## src/rtl/cmp_relation_tracker.sv

```systemverilog
// Debounces the 4-bit comparator's g/e/l flags into a committed relation and
// reports stable crossings as one-cycle events, a saturating count and a sticky error.
//
// state   | meaning
// --------+-----------------------------------------------
// UNKNOWN | no relation committed since reset or clr
// LESS    | data1 < data2 held for STABLE_CNT legal samples
// EQUAL   | data1 == data2 held for STABLE_CNT legal samples
// GREATER | data1 > data2 held for STABLE_CNT legal samples
module cmp_relation_tracker #(
  parameter int STABLE_CNT = 3,
  parameter int CNT_W      = 8
) (
  input  logic             clk,
  input  logic             rst_n,
  input  logic             in_valid,
  input  logic             g,
  input  logic             e,
  input  logic             l,
  input  logic             clr,
  output logic [1:0]       state,
  output logic             rise_evt,
  output logic             fall_evt,
  output logic [CNT_W-1:0] cross_cnt,
  output logic             err
);

  typedef enum logic [1:0] {
    S_UNKNOWN = 2'b00,
    S_LESS    = 2'b01,
    S_EQUAL   = 2'b10,
    S_GREATER = 2'b11
  } rel_t;

  localparam logic [3:0]       RUN_MAX = 4'(STABLE_CNT);
  localparam logic [CNT_W-1:0] CNT_MAX = '1;

  rel_t       cur;
  rel_t       cand;
  rel_t       rel_s;
  rel_t       cand_nxt;
  logic [3:0] run;
  logic [3:0] run_nxt;
  logic       onehot;
  logic       legal;
  logic       illegal;
  logic       commit;
  logic       rise_nxt;
  logic       fall_nxt;

  always_comb begin
    rel_s  = S_UNKNOWN;
    onehot = 1'b0;
    case ({g, e, l})
      3'b100:  begin rel_s = S_GREATER; onehot = 1'b1; end
      3'b010:  begin rel_s = S_EQUAL;   onehot = 1'b1; end
      3'b001:  begin rel_s = S_LESS;    onehot = 1'b1; end
      default: begin rel_s = S_UNKNOWN; onehot = 1'b0; end
    endcase
    legal   = in_valid & onehot;
    illegal = in_valid & ~onehot;

    cand_nxt = cand;
    run_nxt  = run;
    if (legal) begin
      if (rel_s == cand) begin
        run_nxt = (run >= RUN_MAX) ? RUN_MAX : run + 4'd1;
      end else begin
        cand_nxt = rel_s;
        run_nxt  = 4'd1;
      end
    end

    commit = legal && (run_nxt == RUN_MAX) && (cand_nxt != cur);
    // A commit always changes state, so "from LESS or EQUAL" into GREATER
    // reduces to "not from UNKNOWN"; likewise for LESS.
    rise_nxt = commit && (cand_nxt == S_GREATER) && (cur != S_UNKNOWN);
    fall_nxt = commit && (cand_nxt == S_LESS)    && (cur != S_UNKNOWN);
  end

  always_ff @(posedge clk or negedge rst_n) begin
    if (!rst_n) begin
      cur       <= S_UNKNOWN;
      cand      <= S_UNKNOWN;
      run       <= 4'd0;
      rise_evt  <= 1'b0;
      fall_evt  <= 1'b0;
      cross_cnt <= '0;
      err       <= 1'b0;
    end else begin
      rise_evt <= 1'b0;
      fall_evt <= 1'b0;
      if (clr) begin
        cur       <= S_UNKNOWN;
        cand      <= S_UNKNOWN;
        run       <= 4'd0;
        cross_cnt <= '0;
        err       <= 1'b0;
      end else if (illegal) begin
        err  <= 1'b1;
        cand <= S_UNKNOWN;
        run  <= 4'd0;
      end else if (legal) begin
        cand <= cand_nxt;
        run  <= run_nxt;
        if (commit) begin
          cur      <= cand_nxt;
          rise_evt <= rise_nxt;
          fall_evt <= fall_nxt;
          if ((rise_nxt || fall_nxt) && (cross_cnt != CNT_MAX)) begin
            cross_cnt <= cross_cnt + 1'b1;
          end
        end
      end
    end
  end

  assign state = cur;

endmodule

```

## config.mk

```make
export PLATFORM = sky130hd
export DESIGN_NAME = cmp_relation_tracker
export DESIGN_NICKNAME = d
export VERILOG_FILES = /design/src/rtl/cmp_relation_tracker.sv
export SDC_FILE = /design/constraint.sdc
export NUM_CORES = 1
export LEC_CHECK = 0
export BUFFER_PORTS_ARGS = -buffer_cell sky130_fd_sc_hd__buf_2
export CAP_MARGIN = 20
export CORE_ASPECT_RATIO = 1.4
export CORE_UTILIZATION = 50
export CTS_CLUSTER_DIAMETER = 50
export CTS_CLUSTER_SIZE = 10
export DETAILED_ROUTE_END_ITERATION = 7
export PLACE_DENSITY = 0.72
export SKIP_CTS_REPAIR_TIMING = 1
export SYNTH_ARGS = -nofsm -noshare
export SYNTH_HDL_FRONTEND = slang
export SYNTH_SLANG_ARGS = --single-unit
```

## constraint.sdc

```tcl
create_clock -name clk -period 3.3 [get_ports clk]
set_input_delay 0.165 -clock clk [delete_from_list [all_inputs] [get_ports clk]]
set_output_delay 0.165 -clock clk [all_outputs]
set_load 0.005 [all_outputs]
```

Yosys cells after proc, flatten, opt, wreduce, memory -nomap -nowiden
Cells that the tools add are included.
{"block": "word_totals", "reg_bits": 19, "out_inout_bits": 13, "wordCells": 72}
{"block": "classes", "add_sub_neg": 2, "magnitude_cmp": 1, "eq_ne": 10, "mux": 32, "n_bitwise": 3, "n_reduce_logical": 17}
{"cell": "$mux W8", "count": 5}
{"cell": "$mux W4", "count": 6}
{"cell": "$mux W2", "count": 9}
{"cell": "$mux W1", "count": 11}
{"cell": "$reduce_bool A2 Y1", "count": 5}
{"cell": "$add A8 B1 Y8 const B", "count": 1}
{"cell": "$ne A8 B8 Y1 const B", "count": 1}
{"cell": "$logic_and A1 B1 Y1", "count": 7}
{"cell": "$pmux W2 S3", "count": 1}
{"cell": "$add A4 B1 Y4 const B", "count": 1}
{"cell": "$eq A4 B2 Y1 const B", "count": 1}
{"cell": "$ge A4 B2 Y1 const B", "count": 1}
{"cell": "$reduce_and A4 Y1", "count": 1}
{"cell": "$eq A3 B1 Y1 const B", "count": 1}
{"cell": "$eq A3 B2 Y1 const B", "count": 1}
{"cell": "$eq A3 B3 Y1 const B", "count": 1}
{"cell": "$reduce_and A3 Y1", "count": 1}
{"cell": "$reduce_bool A3 Y1", "count": 1}
{"cell": "$reduce_or A3 Y1", "count": 1}
{"cell": "$and A1 B1 Y1", "count": 2}
{"cell": "$eq A2 B1 Y1 const B", "count": 1}
{"cell": "$eq A2 B2 Y1", "count": 1}
{"cell": "$eq A2 B2 Y1 const B", "count": 1}
{"cell": "$ne A2 B2 Y1", "count": 1}
{"cell": "3 further kinds", "count": 3}

Logic depth before layout (Yosys ltp)
Gate-level depths: netlist of run 1.
{"block": "depth", "ltp_word": 17, "ltp_mapped": 9, "mapped_depth_nobuf": 7}

Least setup slack after synthesis of run 1
Ideal clock, no wire load.
{"block": "synth_path", "kind": "register to register", "start": "reg run[0]", "end": "reg cross_cnt[3]", "arrival_ps": 2289, "slack_ps": 934, "stages_incl_launch_ff": 9, "synth_period_minus_slack_ps": 2366, "cell_sequence": "dfrtp_1 -> ha_1 -> nor2b_1 -> o21ai_0 -> a21o_2 -> or4_1 -> buf_2 -> or4_1 -> a21oi_1"}
{"block": "synth_via", "elab_chain_len": 13, "word_cells_on_any_way": 17, "cone_classes": "1 x add/sub; 1 x order compare; 1 x eq/ne; 3 x mux; 11 x reduce/logical"}
{"element": "start: declaration", "line": "42", "rtl": "logic [3:0] run;"}
{"element": "start signal: assignment", "line": "105", "rtl": "run <= run_nxt;"}
{"element": "$add A4 B1 Y4 or $ge A4 B2 Y1 (tied branches)", "line": "67", "rtl": "run_nxt = (run >= RUN_MAX) ? RUN_MAX : run + 4'd1;"}
{"element": "$mux W4", "line": "67"}
{"element": "$mux W4", "line": "66", "rtl": "if (rel_s == cand) begin"}
{"element": "$mux W4 (*)", "line": "65", "rtl": "if (legal) begin"}
{"element": "$eq A4 B2 Y1 (*)", "line": "74", "rtl": "commit = legal && (run_nxt == RUN_MAX) && (cand_nxt != cur);"}
{"element": "$logic_and A1 B1 Y1 (*) (2 in series)", "line": "74"}
{"element": "$logic_and A1 B1 Y1 (on tied branches) (2 in series)", "line": "77, 78"}
{"element": "$logic_or A1 B1 Y1", "line": "110", "rtl": "if ((rise_nxt || fall_nxt) && (cross_cnt != CNT_MAX)) begin"}
{"element": "$logic_and A1 B1 Y1", "line": "110"}
{"element": "$reduce_bool A2 Y1 (no source line)"}
{"element": "$reduce_and A4 Y1 (no source line) (*)"}
{"element": "end signal: assignment", "line": "111", "rtl": "cross_cnt <= cross_cnt + 1'b1;"}
{"element": "end: declaration", "line": "24", "rtl": "output logic [CNT_W-1:0] cross_cnt,"}
Every way passes the cells marked *; elsewhere a longest branch is shown, timed or not.
A chain may end at the register's enable or synchronous reset.

Final worst setup path of run 1
Ends and elaborated chain as after synthesis.

==> results of run 1 <==
## cell usage after synthesis (all sizes together) (4+ instances only)
library cell / count
dfrtp: 19
o21ai: 9
buf: 8
a21oi: 14
inv: 4
nand2: 8
o31ai: 7
or4: 8
nand3: 6
nor2: 6
nor3: 5
## metal layers
metal | wire length (um) | part of all wire | global-route usage
met5 | 0 | 0 | 0
met1 | 1020 | 0.40 | 0.256
met3 | 70 | 0.028 | 0.0181
met4 | 44 | 0.017 | 0.107
met2 | 1400 | 0.55 | 0.409
## layout make-up
| cell class | instances | area (um^2) |
|---|---|---|
| Inverter | 4 | 15.0 |
| Multi-Input combinational cell | 100 | 643 |
| Timing Repair Buffer | 20 | 105 |
| Sequential cell | 19 | 475 |
| Clock buffer | 4 | 26.3 |
| Fill cell | 213 | 935 |
| Tap cell | 22 | 27.5 |
## registers in the layout (all words and copies together) (netlist names)
signal / count
run: 4
rise_evt: 1
cand: 2
state: 2
cross_cnt: 8
err: 1
fall_evt: 1
## cell families after synthesis
kind of cell	Yosys count	share of synthesized area
AND/OR/NAND/NOR	54	0.278
AO/OA/AOI/OAI	41	0.215
flip-flops	19	0.397
buffers and inverters	14	0.0668
XOR/XNOR	2	0.0146
adder cells (fa/ha/maj)	2	0.0209
multiplexers	1	0.00835
## worst paths after layout
kind / startpoint / end
max in group asynchronous: rst_n / cand[1]
min in group asynchronous: rst_n / run[0]
hold reg to reg: err / err
hold / removal: in_valid / run[3]
setup / recovery: run[0] / cross_cnt[3]
setup reg to reg: run[0] / cross_cnt[3]
## power by group through the flow
stage	clock [mW]	combinational, mW	sequential, mW
2_1_floorplan	0	0.0395	0.242
6_report	0.118	0.0525	0.238
3_3_place_gp	0	0.0494	0.242
5_1_grt	0.129	0.0593	0.238
3_5_place_dp	0	0.0517	0.243
4_1_cts	0.122	0.0520	0.238
## critical path, cell delays in order (launching register included)
cell     delay (ns)
dfrtp_1        0.43
ha_1           0.31
nor2b_1        0.13
o21ai_0        0.08
a21o_2         0.23
or4_1          0.77
or4_1          0.54
a21oi_1        0.17
==> results.txt, run 1 <==
Non-Filler Instances: 169
Syn nets: 142
RD Place Congestion: 0.789
RSZ-0062 raised after global routing: no
Internal power: 0.300 mW
H-Tree Depth: 1
FF+latch count, synth: 19
Root buffer cell: clkbuf_4
Setup crit start kind: flip-flop
Post-synth cell types: 38
Setup TNS: 0 ns
CTS Buf Count: 3
Tcrit/Tclk final: 0.830
Post-DRT Antenna Nets: 0
# rows: 20
Failing checks: DRC
Rel. slew slack: 0.600
Routed Wire Length: 2.53 mm
Number of DRC markers in iteration 0: 32
DR WL/cell: 15.0 um
Worst Clk Skew: 0.00820 ns
Max-slew violations: 0
Pwr Density: 316 nW/um^2
Ys Warns: 0
Hold Vio Cnt, Final: 0
Reg2Reg Depth: 7
Via count: 1079
First-pass GRT wire length: 4.32 mm
Critical path class: reg2reg
Max Cap Viol: 0
Antenna Cells: 0
Power, Total: 0.409 mW
Hold depth: 2
Fin Hold WS: 0.212 ns
Top Ports: 20
Post-Syn Area per Cell: 9.01 um^2
Crit path max fanout: 16
Clock network power share: 0.290
Reg2Reg Setup Slack: 0.56 ns
Ys async rst share: 1.00
Post-synthesis cell count: 133
Share of the synthesized area in the top cell type: 0.397
Switching share of power: 0.266
Vias in the first global route: 991
VDD IR-drop max: 0.000188 V
Initial antenna violation count: 0
Synth Flop Type: dfrtp_1
Clk Latency, worst-skew pair: 0.30 ns
Post-synth EDFFs: 0
Reg clk slew, reported paths: 0.11 ns
GRT Overall Usage: 0.223
Hold Crit Class: in2reg
Largest net degree at the start of global routing: 22
# DRC: 4
Worst-case clock buffer depth: 2
Share of layout cells above drive strength 1: 0.177
Comb pwr share: 0.128
Tmin final: 2.74 ns
Sinks on Clock Net: 19
Sequential share of power: 0.582
Post-layout instance area: 1290 um^2
Peak Freq: 365 MHz
Final #Nets: 157
Worst-margin pin slew: 0.601 ns
Post-placement worst setup slack: 0.592 ns
Port bufs: 19
Die H: 59.9 um
GRT Residual Overflow: 0
CP Data Required Time: 3.53 ns
Initial DRT Pass Iterations: 6
CORE AREA: 2230 um^2
Mapped Area: 1200 um^2
Leakage: 0.564 nW
Via/cell ratio: 6.38
Die Width: 43.4 um
Placed Area: 1260 um^2
Synth-to-layout area growth: 7.83%
Setup crit end kind: flip-flop
Most frequent cells in the layout: 19 x dfrtp_1, 19 x buf_2, 14 x a21oi_1
Post-Route Utilization: 0.580
P_sw: 0.109 mW
Synth area leader: dfrtp_1
Status: finished, violations left
Initial core utilization: 0.538
Top cells by area, synth: dfrtp_1 40%, a21oi_1 5.8%, or4_1 5.0%
Final worst slack: 0.562 ns
Cells after DPL: 164
Sequential area share after synthesis: 0.397
DP Wirelength: 1.82 mm
CP arrival: 2.97 ns
Die ar.: 2600 um^2
CTS tree: yes
Setup-failing EPs final: 0
No activity file was read; power rests on OpenSTA's default activity.
==> inputs of run 2 (changes only) <==
==> constraint.sdc (replaced) <==
create_clock -name clk -period 2.7 [get_ports clk]
set_input_delay 0.135 -clock clk [delete_from_list [all_inputs] [get_ports clk]]
set_output_delay 0.135 -clock clk [all_outputs]
set_load 0.005 [all_outputs]
==> run 2 against run 1 <==
  * The run still ends with DRC left
  * Wire length grew 1.2%
  * Critical path depth grew 1
  * Maximum frequency grew 6.1%
  * Register-to-register slack lost 0.44 ns
  * Flip-flop and latch count is the same
  * Sequential share of layout area shrank 1.4 points
  * First-iteration DRC count shrank 16%
  * Final cell count grew 1.8%
  * Worst hold slack lost 0.025 ns
  * Utilization grew 2.4 points
  * Global-route usage shrank 0.89 points
  * Largest power group unchanged
  * Highest routed layer unchanged
==> results.txt, run 2 (same netlist as run 1, synthesis figures left out) <==
Post-DRT Antenna Nets: 0
Worst r2r dst: cross_cnt[4]
Via count: 1082
Top Ports: 20
Leakage: 0.583 nW
Cells after DPL: 165
Hold Path Sink: run[2]
Tcrit/Tclk final: 0.956
Setup-failing EPs final: 0
# DRC: 4
Via/cell ratio: 6.29
Initial core utilization: 0.538
Worst-case clock buffer depth: 2
DR WL/cell: 14.9 um
Max Cap Viol: 0
Vias in the first global route: 978
Sinks on Clock Net: 19
Largest Register: cross_cnt
Number of flip-flops in the largest register: 8
CP Data Required Time: 2.92 ns
Hold Crit Class: in2reg
Reg2Reg Depth: 8
Routed Wire Length: 2.56 mm
Antenna Cells: 0
Worst Clk Skew: 0.00500 ns
GRT Overall Usage: 0.214
Largest net degree at the start of global routing: 22
Most frequent cells in the layout: 19 x dfrtp_1, 19 x buf_2, 10 x a21oi_1, 8 x nand2_1, 8 x o21ai_0
GRT Residual Overflow: 0
Power, Total: 0.496 mW
RSZ-0062 raised after global routing: no
Synth-to-layout area growth: 12.2%
Clk Latency, worst-skew pair: 0.29 ns
Post-layout instance area: 1350 um^2
Delay-heaviest family, CP: simple AND/OR/NAND/NOR gates
Failing checks: DRC
VDD IR-drop max: 0.000295 V
Worst path bufs/invs: 1
CP cell instances: ha_1 > nor2b_1 > o21ai_0 > a21o_2 > or4_1 > buf_6 > or4_4 > a21oi_2
Slowest-stage cell, CP: or4_1
RD Place Congestion: 0.787
Hold Vio Cnt, Final: 0
Peak Freq: 388 MHz
Critical path class: reg2reg
CP arrival: 2.80 ns
Initial DRT Pass Iterations: 6
Number of DRC markers in iteration 0: 27
CORE AREA: 2230 um^2
Max-slew violations: 0
Share of layout cells above drive strength 1: 0.240
Rel. slew slack: 0.590
Root buffer cell: clkbuf_4
First-pass GRT wire length: 4.15 mm
Pwr Density: 369 nW/um^2
Min-delay src: in_valid
DP Wirelength: 1.78 mm
Final #Nets: 160
H-Tree Depth: 1
Initial antenna violation count: 0
Die H: 59.9 um
CTS Buf Count: 3
Reg2Reg Setup Slack: 0.12 ns
Crit-path max cell delay: 0.54 ns
Filler cells: 199
Setup crit start kind: flip-flop
# rows: 20
Non-Filler Instances: 172
Status: finished, violations left
Crit path max fanout: 14
Die ar.: 2600 um^2
Hold depth: 2
Setup TNS: 0 ns
Tmin final: 2.58 ns
Placed Area: 1260 um^2
R2r startpoint: run[0]
CTS tree: yes
Setup crit end kind: flip-flop
Die Width: 43.4 um
Crit path depth: 8
Largest regs: cross_cnt x8, run x4
Worst-margin pin slew: 0.615 ns
Reg clk slew, reported paths: 0.10 ns
Port bufs: 19
==> run 2: changes by cell type in the layout (fill, tap and decap cells not counted), sizes merged <==
cell,previous run,this run
buf,19,22
==> run 2: power by group <==
part	leakage [nW]	internal [mW]	switching [mW]	total (mW)
clock network	0.0150	0.0575	0.0824	0.140
registers	0.264	0.287	0.00335	0.291
logic	0.304	0.0217	0.0434	0.0650
==> run 2: how the worst max path moves through the flow <==
stage | slack, ns | endpoint | start
2_1_floorplan | 0.33 | cross_cnt[3] | run[0]
3_3_place_gp | 0.19 | cross_cnt[5] | run[0]
3_5_place_dp | 0.13 | cross_cnt[3] | run[0]
4_1_cts | 0.09 | cross_cnt[3] | run[0]
5_1_grt | 0.02 | cross_cnt[3] | run[0]
6_report | 0.12 | cross_cnt[4] | run[0]
==> run 2: cell type report <==
class | instances | area (um^2) | share of cell area
well taps | 22 | 27.5 | 0.0205
clock buffers | 4 | 26.3 | 0.0195
flip-flops and latches | 19 | 475 | 0.353
repair buffers | 23 | 131 | 0.0977
inverters | 4 | 15.0 | 0.0112
multi-input cells | 100 | 669 | 0.498
==> run 2: stage by stage <==
step | hold slack, ns | util | setup slack, ns
after CTS | -0.237 | 0.579 | 0.0903
after detailed placement | 0.0974 | 0.567 | 0.131
after global routing | 0.202 | 0.604 | 0.0195
after floorplan | -0.161 | - | 0.334
after global placement | 0.0890 | 0.567 | 0.190
final | 0.188 | 0.604 | 0.120
==> run 2: layer usage <==
layer  track usage  part of all wire  vias to the layer above
met4        0.0938             0.016                        0
met3        0.0272             0.026                        5
met1         0.237              0.43                      525
met5             0                 0                        -
li1              -                 -                      530
met2         0.400              0.53                       22
==> run 2: worst register-to-register path, stage by stage, from the launching register on <==
cell	delay, ns
dfrtp_1	0.42
ha_1	0.31
nor2b_1	0.12
o21ai_0	0.08
a21o_2	0.24
or4_1	0.54
buf_6	0.17
or4_4	0.49
a21oi_2	0.15
